File: config.mk
export PLATFORM = sky130hd
export DESIGN_NAME = keypad_matrix_scanner_flat
export DESIGN_NICKNAME = d
export VERILOG_FILES = /design/src/rtl/keypad_matrix_scanner_if.sv /design/src/rtl/keypad_matrix_scanner.sv /design/src/flat_wrapper.sv
export SDC_FILE = /design/constraint.sdc
export NUM_CORES = 1
export LEC_CHECK = 0
export ABC_AREA = 1
export CORE_AREA = 4 4 68 70
export CTS_CLUSTER_SIZE = 28
export DETAILED_ROUTE_END_ITERATION = 10
export DIE_AREA = 0 0 72 74
export PLACE_DENSITY = 0.7
export SETUP_SLACK_MARGIN = 0.5
export SLEW_MARGIN = 20
export SYNTH_ARGS = -nofsm -noshare
export SYNTH_HDL_FRONTEND = slang
export SYNTH_SLANG_ARGS = --single-unit
File: constraint.sdc
create_clock -name clk -period 2.72 [get_ports clk]
set_input_delay 0.272 -clock clk [delete_from_list [all_inputs] [get_ports clk]]
set_output_delay 0.272 -clock clk [all_outputs]
set_load 0.1 [all_outputs]
File: src/rtl/keypad_matrix_scanner_if.sv
// keypad_matrix_scanner_if
//   Signal bundle between the keypad scanner and the logic around it.
//   master : board/controller side (drives enable and the column returns)
//   slave  : scanner side (drives row selects and the key event outputs)
//   Signals:
//     enable       scanner active when 1
//     col_n[3:0]   column returns, active-low, asynchronous to clk
//     row_n[3:0]   row drive, active-low, one-hot-low while enabled
//     key_code     last accepted key, row*4+col
//     key_valid    one-cycle pulse on an accepted press
//     key_held     level, accepted key still pressed
//     key_release  one-cycle pulse on an accepted release
interface keypad_matrix_scanner_if;
  logic       enable;
  logic [3:0] col_n;
  logic [3:0] row_n;
  logic [3:0] key_code;
  logic       key_valid;
  logic       key_held;
  logic       key_release;

  modport master (
    output enable,
    output col_n,
    input  row_n,
    input  key_code,
    input  key_valid,
    input  key_held,
    input  key_release
  );

  modport slave (
    input  enable,
    input  col_n,
    output row_n,
    output key_code,
    output key_valid,
    output key_held,
    output key_release
  );
endinterface

File: src/rtl/keypad_matrix_scanner.sv
// keypad_matrix_scanner
//   Scans a 4x4 key matrix by pulling one row low at a time, reads the
//   active-low column returns through a 2-flop synchronizer, debounces the
//   first key found and reports one code per press and one pulse per release.
//   Ports:
//     clk   scan clock
//     rst   asynchronous, active-high reset
//     kp    keypad_matrix_scanner_if.slave (enable, col_n in; row_n,
//           key_code, key_valid, key_held, key_release out)
//   Parameters:
//     SCAN_DIV         cycles a row is driven before its columns are sampled
//     DEBOUNCE_CYCLES  stable cycles needed to accept a press or a release
//
//   state    | meaning
//   ---------+---------------------------------------------------------------
//   SCAN     | stepping through rows, sampling columns at end of each dwell
//   DB_PRESS | candidate key found, counting stable low samples
//   HELD     | press accepted, watching the candidate column for release
//   DB_REL   | candidate column went high, counting stable high samples
module keypad_matrix_scanner #(
  parameter int SCAN_DIV        = 10,
  parameter int DEBOUNCE_CYCLES = 200
) (
  input logic                     clk,
  input logic                     rst,
  keypad_matrix_scanner_if.slave  kp
);

  localparam int DW = (SCAN_DIV > 1) ? $clog2(SCAN_DIV) : 1;
  localparam int BW = (DEBOUNCE_CYCLES > 1) ? $clog2(DEBOUNCE_CYCLES) : 1;
  localparam logic [DW-1:0] DWELL_LAST = DW'(SCAN_DIV - 1);
  localparam logic [BW-1:0] DB_LAST    = BW'(DEBOUNCE_CYCLES - 1);

  typedef enum logic [1:0] {
    SCAN     = 2'd0,
    DB_PRESS = 2'd1,
    HELD     = 2'd2,
    DB_REL   = 2'd3
  } state_t;

  state_t        state, state_nxt;
  logic [3:0]    col_m, col_s;
  logic [1:0]    row_idx, row_idx_nxt;
  logic [DW-1:0] dwell, dwell_nxt;
  logic [BW-1:0] db_cnt, db_cnt_nxt;
  logic [1:0]    cand_row, cand_row_nxt;
  logic [1:0]    cand_col, cand_col_nxt;
  logic          scan_on;
  logic [3:0]    row_n_nxt;
  logic [3:0]    key_code_nxt;
  logic          key_valid_nxt;
  logic          key_held_nxt;
  logic          key_release_nxt;
  logic [1:0]    low_col;
  logic          cand_bit;

  // Column returns are asynchronous; nothing downstream looks at col_n.
  always_ff @(posedge clk or posedge rst) begin
    if (rst) begin
      col_m <= 4'hF;
      col_s <= 4'hF;
    end else begin
      col_m <= kp.col_n;
      col_s <= col_m;
    end
  end

  // Lowest-numbered low column wins when several keys share the row.
  always_comb begin
    low_col = 2'd0;
    for (int i = 3; i >= 0; i--) begin
      if (!col_s[i]) low_col = 2'(i);
    end
  end

  assign cand_bit = col_s[cand_col];

  always_ff @(posedge clk or posedge rst) begin
    if (rst) begin
      state          <= SCAN;
      row_idx        <= 2'd0;
      dwell          <= '0;
      db_cnt         <= '0;
      cand_row       <= 2'd0;
      cand_col       <= 2'd0;
      scan_on        <= 1'b0;
      kp.row_n       <= 4'hF;
      kp.key_code    <= 4'd0;
      kp.key_valid   <= 1'b0;
      kp.key_held    <= 1'b0;
      kp.key_release <= 1'b0;
    end else begin
      state          <= state_nxt;
      row_idx        <= row_idx_nxt;
      dwell          <= dwell_nxt;
      db_cnt         <= db_cnt_nxt;
      cand_row       <= cand_row_nxt;
      cand_col       <= cand_col_nxt;
      scan_on        <= kp.enable;
      kp.row_n       <= row_n_nxt;
      kp.key_code    <= key_code_nxt;
      kp.key_valid   <= key_valid_nxt;
      kp.key_held    <= key_held_nxt;
      kp.key_release <= key_release_nxt;
    end
  end

  always_comb begin
    state_nxt       = state;
    row_idx_nxt     = row_idx;
    dwell_nxt       = dwell;
    db_cnt_nxt      = db_cnt;
    cand_row_nxt    = cand_row;
    cand_col_nxt    = cand_col;
    key_code_nxt    = kp.key_code;
    key_valid_nxt   = 1'b0;
    key_held_nxt    = kp.key_held;
    key_release_nxt = 1'b0;

    if (!kp.enable) begin
      state_nxt    = SCAN;
      row_idx_nxt  = 2'd0;
      dwell_nxt    = '0;
      db_cnt_nxt   = '0;
      key_held_nxt = 1'b0;
    end else begin
      unique case (state)
        SCAN: begin
          // scan_on is low on the first enabled edge, while row_n is still
          // idle; holding the dwell there gives row 0 its full dwell.
          if (scan_on) begin
            if (dwell == DWELL_LAST) begin
              dwell_nxt = '0;
              if (col_s != 4'hF) begin
                cand_row_nxt = row_idx;
                cand_col_nxt = low_col;
                db_cnt_nxt   = '0;
                state_nxt    = DB_PRESS;
              end else begin
                row_idx_nxt = row_idx + 2'd1;
              end
            end else begin
              dwell_nxt = dwell + 1'b1;
            end
          end
        end

        DB_PRESS: begin
          if (!cand_bit) begin
            if (db_cnt == DB_LAST) begin
              key_code_nxt  = {cand_row, cand_col};
              key_valid_nxt = 1'b1;
              key_held_nxt  = 1'b1;
              db_cnt_nxt    = '0;
              state_nxt     = HELD;
            end else begin
              db_cnt_nxt = db_cnt + 1'b1;
            end
          end else begin
            db_cnt_nxt  = '0;
            dwell_nxt   = '0;
            row_idx_nxt = row_idx + 2'd1;
            state_nxt   = SCAN;
          end
        end

        HELD: begin
          if (cand_bit) begin
            db_cnt_nxt = '0;
            state_nxt  = DB_REL;
          end
        end

        DB_REL: begin
          if (cand_bit) begin
            if (db_cnt == DB_LAST) begin
              key_held_nxt    = 1'b0;
              key_release_nxt = 1'b1;
              db_cnt_nxt      = '0;
              dwell_nxt       = '0;
              row_idx_nxt     = row_idx + 2'd1;
              state_nxt       = SCAN;
            end else begin
              db_cnt_nxt = db_cnt + 1'b1;
            end
          end else begin
            db_cnt_nxt = '0;
            state_nxt  = HELD;
          end
        end

        default: state_nxt = SCAN;
      endcase
    end

    row_n_nxt = kp.enable ? ~(4'b0001 << row_idx_nxt) : 4'hF;
  end

endmodule
File: src/flat_wrapper.sv
// flat-port wrapper written by rule: the top's interface ports become plain ports
module keypad_matrix_scanner_flat 
#(
  parameter int SCAN_DIV        = 10,
  parameter int DEBOUNCE_CYCLES = 200
)
  (clk, rst, kp_enable, kp_col_n, kp_row_n, kp_key_code, kp_key_valid, kp_key_held, kp_key_release);
  keypad_matrix_scanner_if kp_i ();
  input logic clk;
  input logic rst;
  input wire logic [$bits(kp_i.enable)-1:0] kp_enable;
  input wire logic [$bits(kp_i.col_n)-1:0] kp_col_n;
  output wire logic [$bits(kp_i.row_n)-1:0] kp_row_n;
  output wire logic [$bits(kp_i.key_code)-1:0] kp_key_code;
  output wire logic [$bits(kp_i.key_valid)-1:0] kp_key_valid;
  output wire logic [$bits(kp_i.key_held)-1:0] kp_key_held;
  output wire logic [$bits(kp_i.key_release)-1:0] kp_key_release;
  assign kp_i.enable = kp_enable;
  assign kp_i.col_n = kp_col_n;
  assign kp_row_n = kp_i.row_n;
  assign kp_key_code = kp_i.key_code;
  assign kp_key_valid = kp_i.key_valid;
  assign kp_key_held = kp_i.key_held;
  assign kp_key_release = kp_i.key_release;
  keypad_matrix_scanner #(.SCAN_DIV(SCAN_DIV), .DEBOUNCE_CYCLES(DEBOUNCE_CYCLES)) u_core (.clk(clk), .rst(rst), .kp(kp_i));
endmodule
==> impl_metrics.ini <==
[floorplanning]
rows = 23
coreArea_sq_um = 3970
die_x_um = 72
die_area_sq_um = 5330
io_pins = 18
initial_utilization = 0.536
die_h_um = 74

[worst_hold_path]
min-delay-path-class = register to register
hold_start = u_core.col_m[0]

[grt]
grt_max_degree = 41
overflow = 0
grt_pass1_wl_um = 6870
grt_usage = 0.164
grt_pass1_vias = 1578
antenna_found_initial = 0

[run_status]
outcome = finished clean

[drt]
wl_per_cell_um = 11.3
viasPerCell = 5.00
ant_nets = 0
finalWirelength_um = 3700
vias = 1636
first_pass_iters = 4
drtIter0Drc = 66
drc = 0

[setup_path]
slowest_stage = dfrtp_1
cp_slowest_stage_delay_ns = 0.43
reg2reg_slack_ns = 0.95
r2r-end = u_core.dwell[1]
worst_ep_required_time_ns = 2.90
worst-path-stages = 9
critPathBufInv = 2
endpoint = u_core.dwell[1]
endpoint_kind = register
crit_type = register to register
reg2regPathDepth = 9
arrival_ns = 1.95
cpLargestDelayFamily = compound AO/OA/AOI/OAI gates
critPathLaunchType = register
worstSetupStartpoint = u_core.state[1]
worstReg2RegStart = u_core.state[1]
crit_top_cell = a21oi_1
cp_cell_sequence = inv_1 > ha_1 > inv_1 > nand2_1 > o22ai_1 > a21oi_1 > nand2_4 > a21oi_1 > a21oi_1
path_max_fanout = 7

[synthesis]
syn_area_sq_um = 2130
synth_warnings = 0
syn_avg_cell_area_sq_um = 8.38
synth-seq-area-share = 0.477
syn_nets = 267
synthCells = 254
ys_types = 32
synth_seq_cells = 40

[cts]
cts_setup_buffers = 0
insertion_delay_ns = 0.29
cts-root-buf = clkbuf_8
cts_tree = yes
cts_buffer_depth = 2
cts.repair.resized = 0
numCtsBuffers = 5
path_clk_slew_ns = 0.07
ctsHoldBuffers = 0
clkSinkCount = 40
cts_max_level = 2

[cells_and_area]
fin_nets = 289
final_cell_mix = 56 x nand2_1, 28 x inv_1, 28 x dfrtp_1, 25 x nand3_1, 17 x nor2_1
drive_gt1_frac = 0.231
syn_to_final_growth_pct = 13.0
num_antenna_cells = 0
layout_commonest_cell = nand2_1
finalInstanceArea_sq_um = 2410

[sta]
post-route-min-period_ns = 1.77
worst_slack_ns = 0.947
slew_violations = 0
maxSlewHeadroom = 0.687
hold_viol = 0
max_freq_mhz = 564
worst_pin_slew_ns = 0.469
fin_crit_sh = 0.652
finalSetupViolations = 0
worst_clock_skew_ns = 0.00689
grt_setup_unrepaired = false
fin_setup_tns_ns = 0

[pwr]
pwr-share-comb = 0.413
p_sw_uw = 858
intPower_uw = 1110
irDropWorstVdd_v = 0.000655
power.leakage_uw = 0.00114
p_seq_frac = 0.394
clock_power_share = 0.193
p_per_area_nw_per_um2 = 817
swShare = 0.437

[placement]
hpwl_um = 2850
pre_cts_slack_ns = 0.787
numPortBuffers = 17
placed_area_sq_um = 2320
place.gp.congestion = 0.855

[job]
cap_violations = 0
==> cell usage after synthesis (all sizes together) <==
cell    instances  area, sq um
a22o            1         8.76
o21a            3         22.5
nor3b           1         12.5
xor2            1         8.76
a21oi           7         35.0
dfstp          12          315
nor2           21         98.8
buf             3         23.8
o22ai           1         6.26
nand2          67          304
xnor2           1         8.76
nand4           4         25.0
a211oi          1         7.51
nor4            1         6.26
nor3            7         35.0
o21ai          21          113
ha              6         75.1
clkinv          2         12.5
dfrtp          28          701
inv            36          135
nand3          30          175
==> power groups by stage <==
| stage | combinational (uW) | sequential (uW) | clock, uW |
|---|---|---|---|
| floorplan | 501 | 950 | 0 |
| finish | 812 | 773 | 380 |
| global route | 908 | 784 | 424 |
| global placement | 808 | 781 | 0 |
| CTS | 817 | 772 | 394 |
| detailed placement | 815 | 780 | 0 |
==> kinds of logic after synthesis <==
| kind of cell | after synthesis | synth area share |
|---|---|---|
| AOI/OAI and AO/OA | 34 | 0.0905 |
| xor gates and xnor gates | 2 | 0.00823 |
| adders and majority gates | 6 | 0.0353 |
| buffers and inverters | 41 | 0.0805 |
| DFF | 40 | 0.477 |
| and+or+nand+nor | 131 | 0.308 |
==> worst min path at each step <==
stage | depth (start not counted) | to | slack, ns
floorplan | 0 | u_core.col_m[0] | 0.28
global placement | 0 | u_core.col_s[2] | 0.35
detailed placement | 0 | u_core.col_s[0] | 0.35
CTS | 0 | u_core.col_s[0] | 0.36
global route | 1 | u_core.col_m[0] | 0.36
finish | 0 | u_core.col_s[0] | 0.36
==> registers in the layout, summed over array words and instances, names as in the netlist <==
name,count
u_core.kp.row_n,4
u_core.col_s,4
u_core.cand_row,2
u_core.kp.key_code,4
u_core.row_idx,2
u_core.col_m,4
u_core.kp.key_valid,1
u_core.state,2
u_core.kp.key_release,1
u_core.db_cnt,8
u_core.kp.key_held,1
u_core.dwell,4
u_core.scan_on,1
u_core.cand_col,2
==> routing by layer <==
metal | GRT usage | up-vias | share of wire | wire length (um)
li1 | - | 866 | - | -
met1 | 0.224 | 736 | 0.49 | 1810
met2 | 0.255 | 29 | 0.45 | 1670
met3 | 0.0446 | 5 | 0.044 | 161
met4 | 0.0585 | 0 | 0.014 | 52
met5 | 0 | - | 0 | 0
==> worst register-to-register path: cells and delay by family (launching register included) <==
kind	cells	cell delay, ns
and+or+nand+nor	2	0.18
adders and majority gates	1	0.33
buffers and inverters	2	0.23
AOI/OAI and AO/OA	4	0.50
DFF	1	0.43
==> cell type report <==
cell class | instances | area [sq um]
Sequential cell | 40 | 1020
Tap cell | 50 | 62.6
Timing Repair Buffer | 18 | 150
Fill cell | 363 | 1570
Multi-Input combinational cell | 173 | 942
Clock buffer | 5 | 68.8
Clock inverter | 3 | 18.8
Inverter | 38 | 148
==> per-stage QoR <==
step / power (uW) / utilization / hold slack (ns) / instances
finish: 1960 / 0.606 / 0.357 / 327
global route: 2120 / 0.606 / 0.363 / 327
CTS: 1980 / 0.606 / 0.358 / 327
detailed placement: 1600 / 0.584 / 0.347 / 319
global placement: 1590 / 0.584 / 0.345 / 319
floorplan: 1450 / - / 0.276 / 254
Note: power is estimated with default switching activity, not from simulation.
==> edit, RTL diff (same flow settings) <==
`SCAN_DIV` is set to 10 in 2 places; all go to 20.
--- a/src/rtl/keypad_matrix_scanner.sv
+++ b/src/rtl/keypad_matrix_scanner.sv
@@ -19,5 +19,5 @@
 //   DB_REL   | candidate column went high, counting stable high samples
 module keypad_matrix_scanner #(
-  parameter int SCAN_DIV        = 10,
+  parameter int SCAN_DIV        = 20,
   parameter int DEBOUNCE_CYCLES = 200
 ) (
--- a/src/flat_wrapper.sv
+++ b/src/flat_wrapper.sv
@@ -2,5 +2,5 @@
 module keypad_matrix_scanner_flat 
 #(
-  parameter int SCAN_DIV        = 10,
+  parameter int SCAN_DIV        = 20,
   parameter int DEBOUNCE_CYCLES = 200
 )
Behaviour: same outputs for any inputs over 10 cycles, from zero or initial values and one cycle with rst high; that may be too few to reach the edited logic, so the function may still have changed.
==> edit against the original RTL <==
- sequential cell count rose by 1
- design area rose by 1.4%
- cell count up 1.2%
- die area unchanged
- synthesized cell count rose by 1.2%
- worst setup slack worse by 150 ps
- clock power grew 18%
- routed wire length grew 8.5%
- power shrank 3.4%
- area after synthesis grew 0.18%
- non-clock buffer count up 1
- first-iteration DRC count increased by 70%
- core utilization up 0.85 points
- critical path type unchanged
- largest cell class unchanged
- largest power group is now registers
- highest routed layer unchanged
==> edit: results (changes against the original RTL) <==
Status
  • Status: finished clean

Logic synthesis
  • Register area share after synthesis: 0.488 (+0.0109)
  • Syn nets: 271 (+1.5%)
  • Ranking of synthesized cells by area: dfrtp_1 (34%), dfstp_2 (15%), nand2_1 (11%)
  • Synth Instances: 257 (+1.2%)
  • Synth Area in Adders: 0.0411 (+0.00580)
  • Xor/xnor share of the synthesized area: 0.0123 (+0.00409)
  • Compound-Gate Fraction of Synth Area: 0.0862 (-0.00426)

GRT
  • Vias in the first global route: 1595 (+1.1%)
  • Gr usage total: 0.173 (+0.00888)
  • Global-route wire length before repair: 7220 um (+5.0%)

Setup path
  • Crit path largest cell delay: 450 ps (+20 ps)
  • Top cell family by delay on the critical path: simple AND/OR/NAND/NOR gates

Routing
  • Routed WL: 4010 um (+8.5%)
  • Vias: 1665 (+1.8%)

STA
  • Least-Margin Pin Slew: 501 ps (+32.5 ps)
  • Setup Skew: 8.94 ps (+2.05 ps)

Placed design
  • Dpl cells: 323 (+1.3%)
  • Cell Area, Placed: 2330 sq um (+0.65%)
  • Worst slack, placed: 678 ps (-109 ps)

Finish
  • Nets@finish: 294 (+1.7%)
  • Layout cell share with drive strength beyond 1: 0.210 (-0.0211)
  • Non-Filler Instances: 331 (+1.2%)

Power
  • Leakage: 1.20 nW (+5.5%)
  • Worst vdd ir: 0.473 mV (-28%)
[edit: cell families (layout without fill, tap and decap cells)]
logic type	after synthesis	count (layout)
AO/OA/AOI/OAI	31	31
flip-flops	41	41
adder cells (fa/ha/maj)	7	7
XOR/XNOR	3	3
buffers and inverters	34	58
AND/OR/NAND/NOR	141	141
[edit: worst paths after layout]
kind | slack [ps] | from | to | depth (start not counted)
min reg2reg | 350 | u_core.col_m[0] | u_core.col_s[0] | 0
max in group asynchronous | 1960 | rst | u_core.kp.row_n[0] | 3
max | 790 | u_core.state[1] | u_core.kp.row_n[0] | 7
max reg2reg | 790 | u_core.state[1] | u_core.kp.row_n[0] | 7
min | 350 | u_core.col_m[0] | u_core.col_s[0] | 0
min in group asynchronous | 390 | rst | u_core.cand_col[1] | 3
[edit: final cells by class]
cell class / instances / area [sq um]
flip-flops and latches: 41 / 1040
fillers: 340 / 1530
clock inverters: 1 / 8.76
well taps: 50 / 62.6
clock buffers: 7 / 97.6
multi-input cells: 182 / 956
inverters: 31 / 116
repair buffers: 19 / 158
[edit: metal layers]
metal | vias to the layer above | share of wire | GRT usage
li1 | 865 | - | -
met1 | 774 | 0.50 | 0.237
met2 | 21 | 0.45 | 0.274
met3 | 5 | 0.034 | 0.0446
met4 | 0 | 0.013 | 0.0501
met5 | - | 0 | 0
[edit: power by group]
| group | switching (mW) | total, mW | internal [mW] |
|---|---|---|---|
| combinational | 0.500 | 0.697 | 0.197 |
| clock | 0.211 | 0.450 | 0.238 |
| sequential | 0.0621 | 0.750 | 0.688 |
